**config.mk**
```make
export PLATFORM = sky130hd
export DESIGN_NAME = decode_ctrl_pipe
export DESIGN_NICKNAME = d
export VERILOG_FILES = /design/src/rtl/decode_ctrl_pipe.sv
export SDC_FILE = /design/constraint.sdc
export NUM_CORES = 1
export LEC_CHECK = 0
export ABC_AREA = 1
export ABC_CLOCK_PERIOD_IN_PS = 2800
export CORE_ASPECT_RATIO = 1.1
export CORE_MARGIN = 5
export CORE_UTILIZATION = 46
export CTS_BUF_LIST = sky130_fd_sc_hd__clkbuf_4 sky130_fd_sc_hd__clkbuf_8
export DETAILED_ROUTE_END_ITERATION = 7
export GPL_ROUTABILITY_DRIVEN = 0
export PLACE_DENSITY = 0.87
export SETUP_SLACK_MARGIN = 0.4
export SYNTH_ARGS = -nofsm -noshare
export SYNTH_HDL_FRONTEND = slang
export SYNTH_SLANG_ARGS = --single-unit
```
**constraint.sdc**
```tcl
create_clock -name cpu_clk -period 2.8 [get_ports cpu_clk]
set_input_delay 0.28 -clock cpu_clk [delete_from_list [all_inputs] [get_ports cpu_clk]]
set_output_delay 0.28 -clock cpu_clk [all_outputs]
set_load 0.03 [all_outputs]
```
**src/rtl/decode_ctrl_pipe.sv**
```systemverilog
// Decode-stage controller: decodes the ID instruction, registers the control bundle into ID/EX and drives the IF/ID stall.
// Define RV_MEXT_EN to decode the M extension and hold EX for MD_LAT cycles per MD op.
module decode_ctrl_pipe #(
  parameter int unsigned ALU_OP_W = 5,
  parameter int unsigned MD_LAT   = 4
) (
  input  logic                cpu_clk,
  input  logic                cpu_rst,
  input  logic [31:0]         inst_i,
  input  logic                inst_vld_i,
  input  logic                ex_flush_i,
  output logic                id_ready_o,
  output logic                ex_vld_o,
  output logic [3:0]          npc_op_o,
  output logic                rf_we_o,
  output logic [2:0]          rf_sel_o,
  output logic [2:0]          ext_op_o,
  output logic [ALU_OP_W-1:0] alu_op_o,
  output logic                alu_a_sel_o,
  output logic                alu_b_sel_o,
  output logic [1:0]          ram_op_o,
  output logic [4:0]          rd_o,
  output logic [4:0]          rs1_o,
  output logic [4:0]          rs2_o,
  output logic                ex_md_busy_o,
  output logic                ill_inst_o
);

  localparam logic [6:0] OPC_R      = 7'b0110011;
  localparam logic [6:0] OPC_I      = 7'b0010011;
  localparam logic [6:0] OPC_LOAD   = 7'b0000011;
  localparam logic [6:0] OPC_STORE  = 7'b0100011;
  localparam logic [6:0] OPC_BRANCH = 7'b1100011;
  localparam logic [6:0] OPC_LUI    = 7'b0110111;
  localparam logic [6:0] OPC_AUIPC  = 7'b0010111;
  localparam logic [6:0] OPC_JAL    = 7'b1101111;
  localparam logic [6:0] OPC_JALR   = 7'b1100111;

  localparam logic [3:0] NPC_JMP  = 4'd1;
  localparam logic [3:0] NPC_JALR = 4'd2;
  localparam logic [3:0] NPC_BEQ  = 4'd3;
  localparam logic [3:0] NPC_BNE  = 4'd4;
  localparam logic [3:0] NPC_BLT  = 4'd5;
  localparam logic [3:0] NPC_BGE  = 4'd6;
  localparam logic [3:0] NPC_BLTU = 4'd7;
  localparam logic [3:0] NPC_BGEU = 4'd8;

  localparam logic [2:0] RF_ALU  = 3'd1;
  localparam logic [2:0] RF_DRAM = 3'd2;
  localparam logic [2:0] RF_PC4  = 3'd3;
  localparam logic [2:0] RF_SEXT = 3'd4;

  localparam logic [2:0] EXT_R = 3'd0;
  localparam logic [2:0] EXT_I = 3'd1;
  localparam logic [2:0] EXT_S = 3'd2;
  localparam logic [2:0] EXT_B = 3'd3;
  localparam logic [2:0] EXT_U = 3'd4;
  localparam logic [2:0] EXT_J = 3'd5;

  localparam logic [1:0] RAM_READ  = 2'd1;
  localparam logic [1:0] RAM_WRITE = 2'd2;

  if (MD_LAT < 1 || MD_LAT > 32) begin : g_bad_md_lat
    $error("MD_LAT must lie in 1..32");
  end

  typedef struct packed {
    logic                vld;
    logic                md;
    logic [3:0]          npc_op;
    logic                rf_we;
    logic [2:0]          rf_sel;
    logic [2:0]          ext_op;
    logic [ALU_OP_W-1:0] alu_op;
    logic                alu_a_sel;
    logic                alu_b_sel;
    logic [1:0]          ram_op;
    logic [4:0]          rd;
    logic [4:0]          rs1;
    logic [4:0]          rs2;
  } ctrl_t;

  logic [6:0] opcode;
  logic [2:0] fun3;
  logic [6:0] fun7;
  logic [4:0] rd, rs1, rs2;

  assign opcode = inst_i[6:0];
  assign rd     = inst_i[11:7];
  assign fun3   = inst_i[14:12];
  assign rs1    = inst_i[19:15];
  assign rs2    = inst_i[24:20];
  assign fun7   = inst_i[31:25];

  ctrl_t dec;
  ctrl_t ctrl_d, ctrl_q;
  logic  legal, uses_rs1, uses_rs2, hazard, hold;
  logic  ill_d, ill_q;

  // Instruction decode into the ID/EX control bundle plus legality and operand usage
  always_comb begin
    dec       = '0;
    legal     = 1'b0;
    uses_rs1  = 1'b1;
    uses_rs2  = 1'b0;
    dec.vld   = 1'b1;
    dec.rd    = rd;
    dec.rs1   = rs1;
    dec.rs2   = rs2;
    case (opcode)
      OPC_R: begin
        uses_rs2   = 1'b1;
        dec.rf_we  = 1'b1;
        dec.rf_sel = RF_ALU;
        dec.ext_op = EXT_R;
        dec.alu_op = ALU_OP_W'({1'b0, fun7[5], fun3});
        if (fun7 == 7'b0000000) legal = 1'b1;
        else if (fun7 == 7'b0100000) legal = (fun3 == 3'b000) || (fun3 == 3'b101);
`ifdef RV_MEXT_EN
        else if (fun7 == 7'b0000001) begin
          legal      = 1'b1;
          dec.md     = 1'b1;
          dec.rf_sel = 3'd5;
          dec.alu_op = ALU_OP_W'({1'b1, 1'b0, fun3});
        end
`endif
      end
      OPC_I: begin
        dec.rf_we     = 1'b1;
        dec.rf_sel    = RF_ALU;
        dec.ext_op    = EXT_I;
        dec.alu_b_sel = 1'b1;
        // fun7[5] is only an opcode bit for shifts; otherwise it is immediate data
        if (fun3 == 3'b001) begin
          legal      = (fun7 == 7'b0000000);
          dec.alu_op = ALU_OP_W'({1'b0, fun7[5], fun3});
        end else if (fun3 == 3'b101) begin
          legal      = (fun7 == 7'b0000000) || (fun7 == 7'b0100000);
          dec.alu_op = ALU_OP_W'({1'b0, fun7[5], fun3});
        end else begin
          legal      = 1'b1;
          dec.alu_op = ALU_OP_W'({2'b00, fun3});
        end
      end
      OPC_LOAD: begin
        legal         = fun3 inside {3'b000, 3'b001, 3'b010, 3'b100, 3'b101};
        dec.rf_we     = 1'b1;
        dec.rf_sel    = RF_DRAM;
        dec.ext_op    = EXT_I;
        dec.alu_b_sel = 1'b1;
        dec.ram_op    = RAM_READ;
      end
      OPC_STORE: begin
        legal         = fun3 inside {3'b000, 3'b001, 3'b010};
        uses_rs2      = 1'b1;
        dec.ext_op    = EXT_S;
        dec.alu_b_sel = 1'b1;
        dec.ram_op    = RAM_WRITE;
      end
      OPC_BRANCH: begin
        uses_rs2   = 1'b1;
        dec.ext_op = EXT_B;
        dec.alu_op = ALU_OP_W'(5'b01000);
        legal      = 1'b1;
        case (fun3)
          3'b000:  dec.npc_op = NPC_BEQ;
          3'b001:  dec.npc_op = NPC_BNE;
          3'b100:  dec.npc_op = NPC_BLT;
          3'b101:  dec.npc_op = NPC_BGE;
          3'b110:  dec.npc_op = NPC_BLTU;
          3'b111:  dec.npc_op = NPC_BGEU;
          default: legal = 1'b0;
        endcase
      end
      OPC_LUI: begin
        legal      = 1'b1;
        uses_rs1   = 1'b0;
        dec.rf_we  = 1'b1;
        dec.rf_sel = RF_SEXT;
        dec.ext_op = EXT_U;
      end
      OPC_AUIPC: begin
        legal         = 1'b1;
        uses_rs1      = 1'b0;
        dec.rf_we     = 1'b1;
        dec.rf_sel    = RF_ALU;
        dec.ext_op    = EXT_U;
        dec.alu_a_sel = 1'b1;
        dec.alu_b_sel = 1'b1;
      end
      OPC_JAL: begin
        legal      = 1'b1;
        uses_rs1   = 1'b0;
        dec.npc_op = NPC_JMP;
        dec.rf_we  = 1'b1;
        dec.rf_sel = RF_PC4;
        dec.ext_op = EXT_J;
      end
      OPC_JALR: begin
        legal         = (fun3 == 3'b000);
        dec.npc_op    = NPC_JALR;
        dec.rf_we     = 1'b1;
        dec.rf_sel    = RF_PC4;
        dec.ext_op    = EXT_I;
        dec.alu_b_sel = 1'b1;
      end
      default: legal = 1'b0;
    endcase
  end

  assign hazard = inst_vld_i & ctrl_q.vld & (ctrl_q.ram_op == RAM_READ) & (ctrl_q.rd != 5'd0)
                & ((uses_rs1 & (rs1 == ctrl_q.rd)) | (uses_rs2 & (rs2 == ctrl_q.rd)));

`ifdef RV_MEXT_EN
  localparam int unsigned CNT_W   = 5;
  localparam int unsigned MD_INIT = (MD_LAT > 1) ? MD_LAT - 2 : 0;

  typedef enum logic [0:0] {ST_RUN, ST_MD_BUSY} state_e;

  state_e            state_d, state_q;
  logic [CNT_W-1:0]  cnt_d, cnt_q;

  always_ff @(posedge cpu_clk) begin
    if (cpu_rst) begin
      state_q <= ST_RUN;
      cnt_q   <= '0;
    end else begin
      state_q <= state_d;
      cnt_q   <= cnt_d;
    end
  end
`endif

  // Next ID/EX contents and stall, priority: flush > MD hold > load-use bubble > load
  always_comb begin
    ctrl_d     = '0;
    ill_d      = 1'b0;
    id_ready_o = 1'b1;
    hold       = 1'b0;
`ifdef RV_MEXT_EN
    state_d = state_q;
    cnt_d   = cnt_q;
    // A fresh MD op in EX under RUN is its first EX cycle; MD_BUSY covers the rest
    if (state_q == ST_RUN) hold = ctrl_q.md && (MD_LAT > 1);
    else                   hold = (cnt_q != '0);
`endif
    if (cpu_rst) begin
      id_ready_o = 1'b0;
    end else if (ex_flush_i) begin
`ifdef RV_MEXT_EN
      state_d = ST_RUN;
      cnt_d   = '0;
`endif
    end else if (hold) begin
      ctrl_d     = ctrl_q;
      id_ready_o = 1'b0;
`ifdef RV_MEXT_EN
      if (state_q == ST_RUN) begin
        state_d = ST_MD_BUSY;
        cnt_d   = CNT_W'(MD_INIT);
      end else begin
        cnt_d = cnt_q - CNT_W'(1);
      end
`endif
    end else if (hazard) begin
      id_ready_o = 1'b0;
    end else begin
`ifdef RV_MEXT_EN
      state_d = ST_RUN;
      cnt_d   = '0;
`endif
      if (inst_vld_i) begin
        if (legal) ctrl_d = dec;
        else       ill_d  = 1'b1;
      end
    end
  end

  always_ff @(posedge cpu_clk) begin
    if (cpu_rst) begin
      ctrl_q <= '0;
      ill_q  <= 1'b0;
    end else begin
      ctrl_q <= ctrl_d;
      ill_q  <= ill_d;
    end
  end

  assign ex_vld_o    = ctrl_q.vld;
  assign npc_op_o    = ctrl_q.npc_op;
  assign rf_we_o     = ctrl_q.rf_we;
  assign rf_sel_o    = ctrl_q.rf_sel;
  assign ext_op_o    = ctrl_q.ext_op;
  assign alu_op_o    = ctrl_q.alu_op;
  assign alu_a_sel_o = ctrl_q.alu_a_sel;
  assign alu_b_sel_o = ctrl_q.alu_b_sel;
  assign ram_op_o    = ctrl_q.ram_op;
  assign rd_o        = ctrl_q.rd;
  assign rs1_o       = ctrl_q.rs1;
  assign rs2_o       = ctrl_q.rs2;
  assign ill_inst_o  = ill_q;
  // md is only ever set by the M-extension decode, so this is constant 0 without it
  assign ex_md_busy_o = ctrl_q.md;

endmodule

```
==> impl_metrics.csv <==
group,metric,value,unit
routing,antenna_violating_nets_left,0,
timing,min_period,2.13,ns
clocking,clock_latency,0.33,ns
yosys,avgSynthCellArea,6.96,um^2
critical_path,cp_data_required_time,2.52,ns
outcome,outcome,"finished, final reports clean",
place,detailedPlacementHpwl,3.42,mm
die,die_width,67.2,um
routing,per_cell_via_count_in_the_routed_design,4.65,
yosys,netlist.area_leader.share,0.435,
routing,routed_length_per_placed_instance,11.6,um
die,die_height,72.9,um
timing,achievable_frequency,470,MHz
place,numPortBuffers,72,
critical_path,critical-path-slowest-cell,"sky130_fd_sc_hd__clkdlybuf4s50_1",
clocking,post-cts-setup-buffer-count,0,
timing,hold_viol_final,0,
global_routing,grt_residual_overflow,0,
global_routing,globalRouteTotalUtil,0.184,
yosys,synth.top_cells.by_count,"57 x sky130_fd_sc_hd__nor2_1, 46 x sky130_fd_sc_hd__nand2_1, 42 x sky130_fd_sc_hd__inv_1",
timing,finalSetupViolations,0,
yosys,synth_enable_flop_cells,0,
clocking,cts_hold_buffers,0,
final_layout,antenna-diode-count,0,
yosys,synth_ff_type,"sky130_fd_sc_hd__dfxtp_1",
yosys,synth.yosys.seq_area_share,0.435,
clocking,tritoncts.num_buffers,5,
yosys,synth_top_cell_by_area,"sky130_fd_sc_hd__dfxtp_1",
die,coreArea,3410,um^2
die,floorplan.die_area,4900,um^2
critical_path,critPathCapture,"id_ready_o",
yosys,yosys.cell_count.top_type,"sky130_fd_sc_hd__nor2_1",
clocking,clock_sink_count,36,
final_layout,synthToLayoutAreaGrowth,47.8,%
clocking,cts_repair_resize_count,1,
final_layout,layout-drive-gt1-share,0.0796,
final_layout,final_nets,350,
clocking,cts.htree.levels,2,
min_path,hold_path_class,"primary input to flip-flop",
routing,first_pass_iters,5,
critical_path,worst-path-max-fanout,5,
job,maxCapViolations,0,
critical_path,slowest_stage_delay_cp,0.55,ns
die,top_level_ports,75,
global_routing,grt_pass1_wl,6.77,mm
global_routing,grt_antenna_before_repair,0,
timing,timing.final.max_slew_violations,0,
clocking,cts_tree,"built",
critical_path,cp-end-kind,"output pin",
critical_path,path_buf_inv,4,
die,floorplan.rows,22,
global_routing,via_count_of_the_first_global_routing_pass,1599,
clocking,ctsLongestPathBuffers,2,
timing,grt_setup_unrepaired,"false",
timing,worst_clock_skew,0.0111,ns
critical_path,timing_worst_setup_path_type,"primary input to output pin",
yosys,netlist_area,1660,um^2
pwr,cellLeakagePower,1.08,nW
yosys,postSynthCellCount,238,
critical_path,timing.reg2reg.setup_slack,1.17,ns
clocking,root_buffer,"sky130_fd_sc_hd__clkbuf_4",
critical_path,worst_r2r_path_depth,8,
die,start_util,0.485,
critical_path,reg2reg_end,"rs2_o[2]",
timing,finalSetupTns,0,ns
critical_path,crit_start,"inst_i[4]",
yosys,synth.top_cells.by_area,"sky130_fd_sc_hd__dfxtp_1 44%, sky130_fd_sc_hd__nor2_1 13%, sky130_fd_sc_hd__nand2_1 10%",
yosys,synth-async-reset-ratio,0,
final_layout,final_cells,362,
global_routing,largest_net_degree_at_the_start_of_global_routing,36,
routing,drt_iter0_drc,88,
critical_path,path_cells,"clkdlybuf4s50_1 -> inv_1 -> nand3_2 -> nor2_1 -> nor2_1 -> nand2_1 -> nand2_1 -> nand2_2 -> o21bai_1 -> inv_1 -> clkbuf_2",
routing,finalWirelength,4.21,mm
critical_path,critical_path_cell_count,11,
pwr,power.density_cell_area,365,nW/um^2
clocking,clkSlewWorstSetupHoldPaths,0.10,ns
timing,worst_hold_slack,0.466,ns
yosys,synth-seq-cells,36,
critical_path,cp_data_arrival_time,1.85,ns
yosys,yosys.cell_types.count,24,
routing,drc,0,
timing,post-route-period-util,0.760,
critical_path,crit-reg2reg-launch,"rd_o[1]",
yosys,synth.yosys.warnings,0,
routing,via_count,1685,
place,dp_cells,355,
critical_path,critical-path-top-delay-family,"buffers and inverters",
critical_path,setup.worst_path.start_class,"primary input",
pwr,irDropWorstVdd,0.189,mV
## stage by stage
stage	area, um^2	worst slack, ns	util	total power, W
floorplan	1660	1.15	-	0.000580
global placement	2400	0.253	0.703	0.000645
detailed placement	2400	0.234	0.703	0.000647
CTS	2450	0.474	0.717	0.000901
global route	2450	0.516	0.717	0.000937
finish	2450	0.671	0.717	0.000893
## report_power, final
part	switching (W)	total, W	internal (W)
registers	0.000000621	0.000514	0.000513
clock network	0.000155	0.000257	0.000102
logic	0.0000587	0.000122	0.0000634
## state kept, by name, summed over array words and instances (netlist names), 2 cells and up
signal    flops
rd_o          5
rs1_o         5
rs2_o         5
alu_op_o      4
npc_op_o      4
ext_op_o      3
rf_sel_o      3
ram_op_o      2
## layout by cell type (no fill, tap or decap), types with 2 or more instances in the layout
master,count
sky130_fd_sc_hd__inv_1,42
sky130_fd_sc_hd__nor2_4,2
sky130_fd_sc_hd__nor2_2,3
sky130_fd_sc_hd__a21oi_1,8
sky130_fd_sc_hd__clkbuf_4,6
sky130_fd_sc_hd__xor2_1,2
sky130_fd_sc_hd__conb_1,2
sky130_fd_sc_hd__xnor2_1,3
sky130_fd_sc_hd__nand3_2,4
sky130_fd_sc_hd__nand4_1,2
sky130_fd_sc_hd__nor3_1,2
sky130_fd_sc_hd__dfxtp_1,36
sky130_fd_sc_hd__nand3_1,13
sky130_fd_sc_hd__nor4_1,2
sky130_fd_sc_hd__nor2_1,57
sky130_fd_sc_hd__clkdlybuf4s50_1,71
sky130_fd_sc_hd__nand2_1,46
sky130_fd_sc_hd__nand2_2,3
## metal layers
| layer | global-route usage | vias to the layer above | part of all wire | routed length (um) |
|---|---|---|---|---|
| li1 | - | 864 | - | - |
| met1 | 0.176 | 739 | 0.36 | 1530 |
| met2 | 0.350 | 76 | 0.52 | 2200 |
| met3 | 0.0508 | 6 | 0.10 | 419 |
| met4 | 0.0878 | 0 | 0.013 | 53 |
| met5 | 0 | - | 0 | 0 |
## how the worst min path moves through the flow
stage,startpoint,end,slack (ns),cells past startpoint
finish,inst_i[8],rd_o[1],0.47,3
global route,inst_i[11],rd_o[4],0.46,3
CTS,inst_i[8],rd_o[1],0.44,3
detailed placement,ram_op_o[1],ill_inst_o,0.75,6
global placement,ram_op_o[1],ill_inst_o,0.73,6
floorplan,inst_i[7],rd_o[0],0.39,2
## final cells by class
cell class,count,area [um^2]
clock inverter,1,5.00
clock buffer,6,45.0
multi-input combinational,155,732
fill,295,966
inverter,43,161
sequential,36,721
tap,48,60.1
timing repair buffer,73,723
## tightest hold or removal path, stage by stage
cell                              delay, ns
sky130_fd_sc_hd__clkdlybuf4s50_1       0.40
sky130_fd_sc_hd__inv_1                 0.05
sky130_fd_sc_hd__nor2_1                0.04
## cell families after synthesis
family / count (synthesis) / synth area share
AND/OR/NAND/NOR: 137 / 0.373
other: 1 / 0.00227
buffers and inverters: 48 / 0.127
AO/OA/AOI/OAI: 11 / 0.0355
flip-flops: 36 / 0.435
XOR/XNOR: 5 / 0.0265
Power figures use the tool's default switching activity.
